$ cat config.mk
export PLATFORM = sky130hd
export DESIGN_NAME = uart_byte_fifo
export DESIGN_NICKNAME = d
export VERILOG_FILES = /design/src/rtl/uart_byte_fifo.sv
export SDC_FILE = /design/constraint.sdc
export NUM_CORES = 1
export LEC_CHECK = 0
export ABC_CLOCK_PERIOD_IN_PS = 3100
export BUFFER_PORTS_ARGS = -buffer_cell sky130_fd_sc_hd__buf_2
export CORE_MARGIN = 3
export CORE_UTILIZATION = 36
export DETAILED_ROUTE_END_ITERATION = 6
export PLACE_DENSITY = 0.62
export SLEW_MARGIN = 20
export SYNTH_ARGS = -nofsm -noshare
export SYNTH_HDL_FRONTEND = slang
export SYNTH_SLANG_ARGS = --single-unit
export TNS_END_PERCENT = 20
$ cat constraint.sdc
create_clock -name clk -period 3.1 [get_ports clk]
set_input_delay 0.31 -clock clk [delete_from_list [all_inputs] [get_ports clk]]
set_output_delay 0.31 -clock clk [all_outputs]
set_load 0.005 [all_outputs]
$ cat src/rtl/uart_byte_fifo.sv
// Show-ahead byte FIFO between the UART receiver and a byte consumer.
// Occupancy count, sticky overflow/underflow flags, synchronous clear.
module uart_byte_fifo #(
    parameter int DEPTH = 16,
    localparam int AW = $clog2(DEPTH)
) (
    input  logic          clk,
    input  logic          rst,
    input  logic          clear,
    input  logic          push,
    input  logic [7:0]    push_data,
    input  logic          pop,
    output logic [7:0]    pop_data,
    output logic          full,
    output logic          empty,
    output logic [AW:0]   count,
    output logic          overflow,
    output logic          underflow
);

    localparam logic [AW:0] FULL_CNT = (AW+1)'(DEPTH);

    logic [7:0]    mem [DEPTH];
    logic [AW-1:0] wr_ptr;
    logic [AW-1:0] rd_ptr;
    logic          pop_ok;
    logic          push_ok;

    assign empty    = (count == '0);
    assign full     = (count == FULL_CNT);
    assign pop_data = mem[rd_ptr];

    // A pop frees the slot a same-cycle push needs when the FIFO is full.
    assign pop_ok  = pop && !empty;
    assign push_ok = push && (!full || pop_ok);

    always_ff @(posedge clk) begin
        if (push_ok && !clear) begin
            mem[wr_ptr] <= push_data;
        end
    end

    always_ff @(posedge clk or posedge rst) begin
        if (rst) begin
            wr_ptr    <= '0;
            rd_ptr    <= '0;
            count     <= '0;
            overflow  <= 1'b0;
            underflow <= 1'b0;
        end else if (clear) begin
            wr_ptr    <= '0;
            rd_ptr    <= '0;
            count     <= '0;
            overflow  <= 1'b0;
            underflow <= 1'b0;
        end else begin
            if (push_ok) begin
                wr_ptr <= wr_ptr + AW'(1);
            end
            if (pop_ok) begin
                rd_ptr <= rd_ptr + AW'(1);
            end
            case ({push_ok, pop_ok})
                2'b10:   count <= count + (AW+1)'(1);
                2'b01:   count <= count - (AW+1)'(1);
                default: count <= count;
            endcase
            if (push && full && !pop_ok) begin
                overflow <= 1'b1;
            end
            if (pop && empty) begin
                underflow <= 1'b1;
            end
        end
    end

endmodule

* Yosys cells after proc, flatten, opt, wreduce, memory -nomap -nowiden *
Memories as Yosys holds them, arrays and structs flattened.
Index checks and enable logic that the tools add are counted.

storage, ports and cells
  memories kept = 1
  bits in registers = 15
  logic and storage cells = 42
  input bits = 13
  memory bits (writable) = 128
  output and inout bits = 17

operators by class
  muxes and demuxes = 12
  reductions and logical operators = 17
  equality and inequality tests = 3
  add/sub/neg operators = 4

memory list
  memory  depth  bits a word  rd ports  clocked after memory_dff  wr ports  RTL line  RTL
  mem     16     8            1         0                         1         23        logic [7:0] mem [DEPTH];

operator list
  operator                                                               number
  4-bit two-way mux                                                      4
  5-bit case mux with 2 select lines                                     1
  4-bit by 1-bit adder with 4-bit output, second input constant          2
  2-bit nonzero test                                                     4
  1-bit logical AND                                                      6
  1-bit two-way mux                                                      6
  5-bit by 1-bit adder with 5-bit output, second input constant          1
  5-bit equality test, second input constant                             1
  5-bit logical NOT                                                      1
  5-bit two-way mux                                                      1
  5-bit by 1-bit subtractor with 5-bit output, second input constant     1
  1-bit logical NOT                                                      4
  3-bit nonzero test                                                     1
  2-bit by 1-bit equality test with 1-bit output, second input constant  1
  2-bit equality test, second input constant                             1
  1-bit logical OR                                                       1

* Longest topological paths before layout *
Gate-level depths: netlist (run 1).

  word-level depth = 8
  depth in mapped cells = 9
  mapped depth without buffers = 8

* Worst setup path before layout (run 1) *
OpenSTA, ideal clock, no wires.

  path kind = register to register
  from = register count[3]
  to = register count[3]
  period minus slack after synthesis = 2.594 ns
  required time = 3.035 ns
  path buffers = 1
  data arrival time = 2.529 ns
  setup time = 0.065 ns
  slack = 0.506 ns
  cell stages (with the launch flop) = 10
  cell sequence = dfrtp_1 or4_4 buf_6 o211ai_4 inv_2 ha_1 a21o_1 and3_1 a2111oi_0 mux2_4

on the way
  cells in the longest elaborated chain, start to end = 8
  elaborated cells on any way between the ends = 14
  those cells by class = 2 x add/sub; 3 x eq/ne; 2 x mux; 7 x reduce/logical

RTL lines
  element                                                                                RTL line  RTL
  start: declaration                                                                     16        output logic [AW:0] count,
  start signal: assignment                                                               64        2'b10: count <= count + (AW+1)'(1);
  start signal: assignment                                                               65        2'b01: count <= count - (AW+1)'(1);
  start signal: assignment                                                               66        default: count <= count;
  5-bit logical NOT                                                                      29        assign empty = (count == '0);
  1-bit logical NOT                                                                      34        assign pop_ok = pop && !empty;
  1-bit logical AND                                                                      34
  1-bit logical OR                                                                       35        assign push_ok = push && (!full || pop_ok);
  1-bit logical AND                                                                      35
  2-bit by 1-bit equality test with 1-bit output or 2-bit equality test (tied branches)  63        case ({push_ok, pop_ok})
  5-bit case mux with 2 select lines                                                     63
  5-bit two-way mux                                                                      50        end else if (clear) begin

Parallel ways exist; a longest one is shown, timed or not.
A chain may end at the register's enable or synchronous reset.

* Worst setup path after layout (run 1) *
Ends and elaborated chain as after synthesis.

==> impl_results.md, run 1 <==
* Worst Setup End Kind: register
* Internal power at 0.00391 W
* Fill count at 1391
* Final setup fails at 0
* H-tree lvl count at 4
* Post-route ant nets at 0
* Comb power frac at 21.1%
* CP arrival at 3.12 ns
* Iter 0 DRT Violations at 252
* Hpwl dp at 7.74 mm
* Area of all sequential standard cells at 0.00422 mm^2
* Worst Hold Class: in2reg
* Via Count at 2991
* Period minus WS final at 2.77 ns
* Global-route wire length before repair at 18.4 mm
* Clock tree root buffer cell: clkbuf_16
* Max Cap Viol at 0
* Row Count at 46
* Crit Path Max Fanout at 9
* R2R Path End: count[3]
* Final period util at 89.5%
* Relative slew slack at 47.7%
* Routed length per instance at 20.5 um
* Core box area at 0.0159 mm^2
* Clock share of power at 36.9%
* Setup TNS at 0 ns
* Worst-Skew Late Latency at 0.42 ns
* Ant. Diodes at 0
* Pre-antenna DRT Iters at 4
* Initial antenna violation count at 1
* Worst hold slack at 0.247 ns
* Largest net degree at the start of global routing at 36
* Multi-input logic area at 0.00157 mm^2
* Synthesized area per cell at 19.5 um^2
* WL final at 12.0 mm
* R2R Path Start: count[3]
* Flop pwr share at 42.0%
* Final slew viol count at 0
* Mapped cell area at 0.00590 mm^2
* Clock transition at path regs at 0.05 ns
* Fin. Hold Viols at 0
* Residual DRC at 0
* Placed insts at 552
* Synth Flop Type: edfxtp_1
* Worst Reg-to-Reg Cells at 8
* Clock buffer count from CTS at 17
* Most frequent cell after synthesis: edfxtp_1
* Peak supply drop at 0.417 mV
* R2R Setup Slk at 0.33 ns
* Die ar. at 0.0180 mm^2
* Final nets at 378
* DIE HEIGHT at 134 um
* Layout area overhead at 18.0%
* Layout cells sized above 1 at 34.4%
* NetSw at 0.00138 W
* CTS resizes at 0
* Remaining Overflow, GRT at 0
* Hold Path Stages at 3
* Seq/Total Area, Yosys at 71.5%
* CP Class: reg2reg
* Worst Path Required at 3.45 ns
* Vias in the first global route at 3046
* Net Sw Frac at 26.0%
* Hold Startpoint: push
* Fmax at 0.361 GHz
* Overall Global Routing Usage at 14.1%
* Worst-case clock buffer depth at 2
* Startpoint types: register
* Commonest cells in the netlist: 128 x edfxtp_1, 40 x mux4_2, 28 x nor2_1, 15 x dfrtp_1
* Port bufs at 29
* CTS Sinks at 143
* Vias per Instance at 5.11
* Min-Delay Endpoint: count[4]
* Yosys top cell by area: edfxtp_1
* Syn Inst Count at 303
* Clock Skew at 0.00985 ns
* Synth cell types at 45
* Outcome: finished clean
* LEAKAGE at 2.35 nW
* Warnings, synthesis at 0
* Worst slew pin tran at 0.784 ns
* Routability cong. at 0.765
* Pwr dens at 759 mW/mm^2
* Die Wd at 134 um
* Top cell type's share of synthesized area at 65.1%
* Initial Utilization at 37.0%
* FFs w/ async S/R, synth at 10.5%
* #FFs+latches synth at 143
* Mapped Nets at 325
* Number of flops mapped to enable cells by yosys at 128
* Largest cells by area after synthesis: edfxtp_1 65%, mux4_2 15%, dfrtp_1 6.4%
* RSZ-0062 raised after global routing: no
* Non-Filler Instances at 585
* CTS tree: done
* I/O pin total at 30
registers in the layout (all words and copies together) (netlist names):
| signal | cells |
|---|---|
| count | 5 |
| mem | 128 |
| overflow | 1 |
| rd_ptr | 4 |
| underflow | 1 |
| wr_ptr | 4 |
worst max-delay path by stage:
stage / from / end / cells after the start
6_report: count[3] / count[3] / 8
5_1_grt: count[3] / count[3] / 8
4_1_cts: count[3] / count[3] / 8
3_5_place_dp: count[3] / count[3] / 8
3_3_place_gp: count[3] / count[3] / 8
2_1_floorplan: count[3] / count[3] / 9
per-stage QoR:
stage / worst slack, ns / total power (W) / util (%) / area, um^2
after detailed placement: 0.333 / 0.00339 / 40.0 / 6380
final: 0.326 / 0.00528 / 43.7 / 6960
after global routing: 0.159 / 0.00553 / 43.7 / 6960
after floorplan: 0.506 / 0.00311 / - / 5900
after CTS: 0.326 / 0.00536 / 43.7 / 6960
after global placement: 0.469 / 0.00337 / 40.0 / 6380
layer usage:
| metal | vias to the layer above | share of wire (%) | GRT usage (%) |
|---|---|---|---|
| met5 | - | 0.17 | 0 |
| met2 | 78 | 49 | 21.8 |
| met1 | 1564 | 44 | 19.6 |
| met3 | 15 | 5.0 | 3.15 |
| met4 | 2 | 1.4 | 5.43 |
| li1 | 1332 | - | - |
area by class of cell:
class | count | share of cell area (%)
repair buffers | 49 | 4.28
clock buffers | 20 | 6.27
multi-input cells | 136 | 22.5
inverters | 9 | 0.485
well taps | 216 | 3.88
flip-flops and latches | 143 | 60.6
clock inverters | 12 | 1.92
cell usage in the layout (no fill, tap or decap), drive strengths merged, types with 2 or more instances in the layout:
master / instances
mux2: 2
edfxtp: 128
o2111ai: 2
a211oi: 3
clkbuf: 20
nand3: 4
inv: 13
dfrtp: 15
buf: 48
mux2i: 2
a21oi: 4
o21ai: 4
nor3: 3
bufinv: 2
clkinvlp: 3
nor2b: 3
o211ai: 4
nand2: 6
nor2: 28
or2: 2
mux4: 40
a31oi: 2
ha: 8
clkinv: 3
xnor2: 3
xor2: 3
power groups by stage:
| stage | Clock, W | Sequential [W] | Combinational, W |
|---|---|---|---|
| after floorplan | 0 | 0.00224 | 0.000870 |
| after global placement | 0 | 0.00225 | 0.00112 |
| after detailed placement | 0 | 0.00226 | 0.00114 |
| after CTS | 0.00200 | 0.00222 | 0.00114 |
| after global routing | 0.00209 | 0.00223 | 0.00121 |
| final | 0.00195 | 0.00222 | 0.00111 |
cells by family after synthesis:
kind of cell,share of synthesized area [%]
flops,71.5
simple gates,4.05
mux,16.1
compound gates,3.56
buf+inv,1.91
fa+ha+maj,2.04
xor+xnor,0.891
critical path, cell delays in order, from the launching register on:
cell and delay, ns:
dfrtp_1 0.43, or4_4 0.65, o211ai_4 0.28, inv_2 0.11, ha_1 0.29, a21o_1 0.19, and3_1 0.18, a2111oi_0 0.37
mux2_4 0.22
timing repair:
item | CTS | global route
buffers inserted | 0 | 0
setup endpoints to repair | 0 | 0
hold buffers | 1 | 0
hold endpoints to repair | 15 | 0
No activity file was read; power rests on OpenSTA's default activity.
==> inputs of run 2 (changes only) <==
--- a/config.mk
+++ b/config.mk
@@ -9,2 +9,3 @@
 export BUFFER_PORTS_ARGS = -buffer_cell sky130_fd_sc_hd__buf_2
+export CORE_ASPECT_RATIO = 0.5
 export CORE_MARGIN = 3
==> constraint.sdc (replaced) <==
create_clock -name clk -period 3.1 [get_ports clk]
set_input_delay 0.62 -clock clk [delete_from_list [all_inputs] [get_ports clk]]
set_output_delay 0.62 -clock clk [all_outputs]
set_load 0.005 [all_outputs]
==> run 2 against run 1 <==
Hold slack gained 0.034 ns. Global-route usage fell by 0.067 points. Flip-flop and latch count is the same. Utilization increased by 0.84 points. Final area rose by 0.59%. Power rose by 2.4%. Worst setup slack worse by 0.16 ns. Largest power group unchanged.
==> impl_results.md, run 2 (same netlist as run 1, synthesis figures left out) <==
* Outcome: finished clean
* Routability cong. at 0.844 (+10%)
* Via Count at 2999 (+0.27%)
* Pwr dens at 773 mW/mm^2 (+1.8%)
* Clock share of power at 37.7% (+0.8 points)
* Fin. Hold Viols at 0 (unchanged)
* Global-route wire length before repair at 18.5 mm (about the same)
* Startpoint types: register
* Layout cells sized above 1 at 34.6% (+0.19 points)
* Hpwl dp at 7.80 mm (+0.81%)
* Final nets at 377 (-0.26%)
* Setup ws final at 0.168 ns (-0.159 ns)
* Post-route ant nets at 0 (unchanged)
* Remaining Overflow, GRT at 0 (unchanged)
* Initial antenna violation count at 0 (-1)
* RSZ-0062 raised after global routing: no
* H-tree lvl count at 4 (unchanged)
* Crit Path Max Fanout at 35 (+26)
* Worst-Skew Late Latency at 0.41 ns (about the same)
* WL final at 12.0 mm (-0.33%)
* Final setup fails at 0 (unchanged)
* Gr busiest metal: met2
* Peak supply drop at 0.412 mV (-1.2%)
* Largest net degree at the start of global routing at 36 (unchanged)
* Relative slew slack at 53.4% (+5.7 points)
* NetSw at 0.00141 W (+2.2%)
* Net Sw Frac at 26.0% (-0.064 points)
* Routed length per instance at 20.4 um (-0.84%)
* Post-CTS Setup Bufs at 0 (unchanged)
* Overall Global Routing Usage at 14.0% (-0.067 points)
* Vias in the first global route at 3144 (+3.2%)
* CP Class: reg2out
* Commonest non-fill, non-tap cell in the layout: edfxtp_1
* Port bufs at 29 (unchanged)
* Worst slack, placed at 0.306 ns (-0.0267 ns)
* Layout area overhead at 18.7%
* Die Wd at 187 um (+40%)
* CP arrival at 2.31 ns (-0.81 ns)
* Largest register FFs at 128 (unchanged)
* Clock transition at path regs at 0.06 ns (about the same)
* Core box area at 0.0157 mm^2 (-1.3%)
* I/O pin total at 30 (unchanged)
* LEAKAGE at 2.37 nW (+0.60%)
* Flop pwr share at 41.2% (-0.8 points)
* Worst Path Required at 2.48 ns (-0.97 ns)
* Clock tree root buffer cell: clkbuf_16
* Ant. Diodes at 0 (unchanged)
* Final slew viol count at 0 (unchanged)
* Fmax at 0.341 GHz (-5.4%)
* Final period util at 94.6% (+5.1 points)
* CTS Sinks at 143 (unchanged)
* Setup TNS at 0 ns (unchanged)
* Slowest CP cell: mux4_2
* Period minus WS final at 2.93 ns (+0.159 ns)
* Vias per Instance at 5.10 (-0.24%)
* Final core utilization at 44.5% (+0.84 points)
* Clock buffer count from CTS at 17 (unchanged)
* Row Count at 32 (-30%)
* Comb power frac at 21.2% (about the same)
* DIE HEIGHT at 96.5 um (-28%)
* Largest registers: mem: 128 flops, count: 5 flops
* Initial Utilization at 37.5% (+0.49 points)
* CTS resizes at 0 (unchanged)
* Met2 GRT Util at 22.9% (+1.1 points)
* Most used cell along the critical path: mux4_2
* Iter 0 DRT Violations at 253 (+0.40%)
* Worst slew pin tran at 0.700 ns (-0.0849 ns)
* Internal power at 0.00401 W (+2.5%)
* Most flops, register: mem
* Most frequent cells in the layout: 128 x edfxtp_1, 40 x mux4_2, 29 x buf_2, 28 x nor2_1
* Met1 Usage GRT at 18.7% (-0.94 points)
* Crit-path cells: buf_12 -> mux4_2 -> mux4_2 -> buf_2
* Clock Skew at 0.00947 ns (-0.000381 ns)
* CTS tree: done
* Cell family with most CP delay: multiplexers
* Worst-case clock buffer depth at 2 (unchanged)
* CTS Hold Buffers Added at 0 (-1)
* Die ar. at 0.0181 mm^2 (+0.52%)
* Residual DRC at 0 (unchanged)
* Critical path's largest stage delay at 0.58 ns (-0.07 ns)
* Worst Setup End Kind: output pin
* Pre-antenna DRT Iters at 4 (unchanged)
* Met3 usage in global routing at 3.60% (+0.45 points)
* Max Cap Viol at 0 (unchanged)
* Worst Hold Class: in2async
* Worst path bufs/invs at 2 (+1)
[run 2: changes by cell type in the layout (fill, tap and decap cells not counted), sizes merged]
cell and change:
dlygate4sd3 -1, clkinv -1, bufinv +1, clkbuf -1, inv +1, clkinvlp -1
[run 2: path summary, 6_finish.rpt]
kind,start,to,slack (ns),depth (start not counted)
setup / recovery,rd_ptr[0],pop_data[4],0.17,4
max in group asynchronous,rst,rd_ptr[0],2.37,2
min in group clk,overflow,overflow,0.50,2
hold reg to reg,overflow,overflow,0.50,2
setup reg to reg,count[3],count[3],0.31,8
hold / removal,rst,count[2],0.28,2
[run 2: power by group through the flow]
stage	clock network (W)	registers, W	logic (W)
floorplan	0	0.00224	0.000870
global placement	0	0.00225	0.00112
detailed placement	0	0.00227	0.00117
CTS	0.00207	0.00223	0.00117
global route	0.00215	0.00224	0.00125
finish	0.00204	0.00223	0.00115
[run 2: area by class of cell]
cell class | instances | area (um^2)
Clock buffer | 19 | 433
Clock inverter | 12 | 158
Fill cell | 1334 | 8730
Inverter | 9 | 33.8
Multi-Input combinational cell | 136 | 1570
Sequential cell | 143 | 4220
Tap cell | 221 | 277
Timing Repair Buffer | 48 | 313
[run 2: metal layers]
| metal | vias up | part of all wire [%] |
|---|---|---|
| met1 | 1574 | 44 |
| met2 | 85 | 49 |
| met3 | 10 | 5.2 |
| li1 | 1330 | - |
| met5 | - | 0 |
| met4 | 0 | 0.99 |
[run 2: worst reg2reg max path, delay by kind of cell (launching register included)]
family,cells,cell delay (ns)
flops,1,0.43
fa+ha+maj,1,0.30
buf+inv,1,0.11
simple gates,2,0.82
compound gates,3,0.84
mux,1,0.22
[run 2: stage by stage]
step / total power (W) / hold WS [ns] / instance area, um^2 / std cells
after floorplan: 0.00311 / 0.486 / 5900 / 303
after global placement: 0.00338 / 0.477 / 6410 / 557
after detailed placement: 0.00343 / 0.493 / 6410 / 557
after CTS: 0.00547 / 0.287 / 7000 / 588
after global routing: 0.00564 / 0.319 / 7000 / 588
final: 0.00541 / 0.280 / 7000 / 588
==> inputs of run 3 (changes only) <==
- ABC_CLOCK_PERIOD_IN_PS: 3100 -> 2900
- clock period: 3.1 -> 2.9 ns (I/O delays scaled with it)
==> run 3 against run 2 <==
Sequential power up 7%. Non-clock buffer count up 10. First-iteration DRC count up 23%. Die area unchanged. Sequential share of layout area down 0.74 points. Highest routed layer unchanged. Clock skew up 0.0029 ns. Largest cell class unchanged.
==> impl_results.md, run 3 (same netlist as run 1, synthesis figures left out) <==
* LEAKAGE at 2.42 nW (+2.2%)
* Peak supply drop at 0.541 mV (+31%)
* Vias per Instance at 5.04 (-1.1%)
* Worst Reg-to-Reg Cells at 8 (unchanged)
* Via Count at 3020 (+0.70%)
* Cell family with most CP delay: multiplexers
* Die Wd at 187 um (unchanged)
* Hpwl dp at 7.83 mm (+0.39%)
* Final core utilization at 45.1% (+0.56 points)
* Overall Global Routing Usage at 14.0% (+0.036 points)
* Relative slew slack at 33.3% (-20 points)
* Final period util at 97.6%
* DIE HEIGHT at 96.5 um (unchanged)
* Crit-path cells: buf_12 -> mux4_2 -> mux4_2 -> buf_2
* Worst slew pin tran at 0.996 ns (+0.297 ns)
* Most flops, register: mem
* Row Count at 32 (unchanged)
* Metal2 WL at 5.77 mm (-2.3%)
* CTS tree: done
* Period minus WS final at 2.83 ns
* Fmax at 0.353 GHz
* Metal-1 WL at 5.44 mm (+2.1%)
* CP Class: reg2out
* I/O pin total at 30 (unchanged)
* Clock tree root buffer cell: clkbuf_16
* Worst slack, placed at -0.00104 ns (-0.307 ns)
* WL final at 11.8 mm (-1.3%)
* Global-route wire length before repair at 18.6 mm (+0.90%)
* Clock buffer count from CTS at 17 (unchanged)
* Startpoint types: register
* Commonest non-fill, non-tap cell in the layout: edfxtp_1
* Critical path's largest stage delay at 0.55 ns (-0.03 ns)
* Largest register FFs at 128 (unchanged)
* Clock transition at path regs at 0.06 ns (about the same)
* Die ar. at 0.0181 mm^2 (unchanged)
* Pre-antenna DRT Iters at 4 (unchanged)
* Remaining Overflow, GRT at 0 (unchanged)
* H-tree lvl count at 4 (unchanged)
* Worst Path Required at 2.32 ns (-0.16 ns)
* Setup TNS at 0 ns (unchanged)
* Fin. Hold Viols at 0 (unchanged)
* Worst-Skew Late Latency at 0.41 ns (about the same)
* Final slew viol count at 0 (unchanged)
* Slowest CP cell: mux4_2
* Clock Skew at 0.0124 ns (+0.00295 ns)
* Most frequent cells in the layout: 128 x edfxtp_1, 40 x mux4_2, 29 x buf_2, 28 x nor2_1, 26 x buf_4
* CP arrival at 2.25 ns (-0.06 ns)
* Top sig layer: met4
* Layout cells sized above 1 at 37.0% (+2.4 points)
* Iter 0 DRT Violations at 311 (+23%)
* Port bufs at 29 (unchanged)
* Core box area at 0.0157 mm^2 (unchanged)
* Post-route ant nets at 0 (unchanged)
* Post-DP Area at 0.00649 mm^2 (+1.2%)
* Vias in the first global route at 3187 (+1.4%)
* Final setup fails at 0 (unchanged)
* Post-route design area at 0.00709 mm^2 (+1.3%)
* Met3 wire length at 489 um (-21%)
* Pwr dens at 819 mW/mm^2 (+5.9%)
* Largest net degree at the start of global routing at 36 (unchanged)
* Worst Hold Class: in2async
* Routability cong. at 0.820 (-2.8%)
* Initial antenna violation count at 0 (unchanged)
* Most used cell along the critical path: mux4_2
* Ant. Diodes at 0 (unchanged)
* Initial Utilization at 37.5% (unchanged)
* CTS Sinks at 143 (unchanged)
* Residual DRC at 0 (unchanged)
* Setup ws final at 0.0710 ns (-0.0969 ns)
* Levels on crit path at 4 (unchanged)
* Largest registers: mem: 128 flops, count: 5 flops
* Outcome: finished clean
* Worst Setup End Kind: output pin
* Crit Path Max Fanout at 16 (-54%)
* CTS Hold Buffers Added at 0 (unchanged)
* Final nets at 387 (+2.7%)
* Layout area overhead at 20.2%
* Worst-case clock buffer depth at 2 (unchanged)
* Routed length per instance at 19.7 um (-3.1%)
* Max Cap Viol at 0 (unchanged)
* Worst path bufs/invs at 2 (unchanged)
## run 3: final cells by class
cell class / instances / area (um^2)
inverters: 9 / 33.8
clock inverters: 15 / 159
well taps: 221 / 277
fillers: 1314 / 8640
clock buffers: 17 / 425
repair buffers: 58 / 400
multi-input cells: 136 / 1580
flip-flops and latches: 143 / 4220
## run 3: what timing repair did
item                                    in CTS  in global routing
setup buffers                                1                  0
hold endpoints to repair                     0                  0
gates resized for setup                      1                  1
endpoints found under the setup margin       8                  1
## run 3: path summary, 6_finish.rpt
path                       slack [ns]      start           to
max                              0.07  rd_ptr[0]  pop_data[4]
min                              0.25        rst     count[3]
max reg2reg                      0.11   count[3]     count[3]
min reg2reg                      0.50  underflow    underflow
max in group asynchronous        2.19        rst    rd_ptr[0]
min in group clk                 0.50  underflow    underflow
## run 3: routing by layer
layer	track usage, %	vias up
met5	0	-
met4	4.97	0
met3	4.36	10
met2	22.2	74
met1	18.7	1585
li1	-	1351
## run 3: power by group
part           internal [W]  total [W]  switching [W]
clock network       0.00128    0.00213       0.000849
logic              0.000663    0.00130       0.000633
registers           0.00231    0.00238      0.0000724
## run 3: stage by stage
step | instances | hold WS, ns | total power [W]
after global routing | 599 | 0.272 | 0.00608
after global placement | 566 | 0.475 | 0.00365
after CTS | 599 | 0.249 | 0.00586
after floorplan | 303 | 0.481 | 0.00333
final | 599 | 0.250 | 0.00580
after detailed placement | 566 | 0.492 | 0.00371
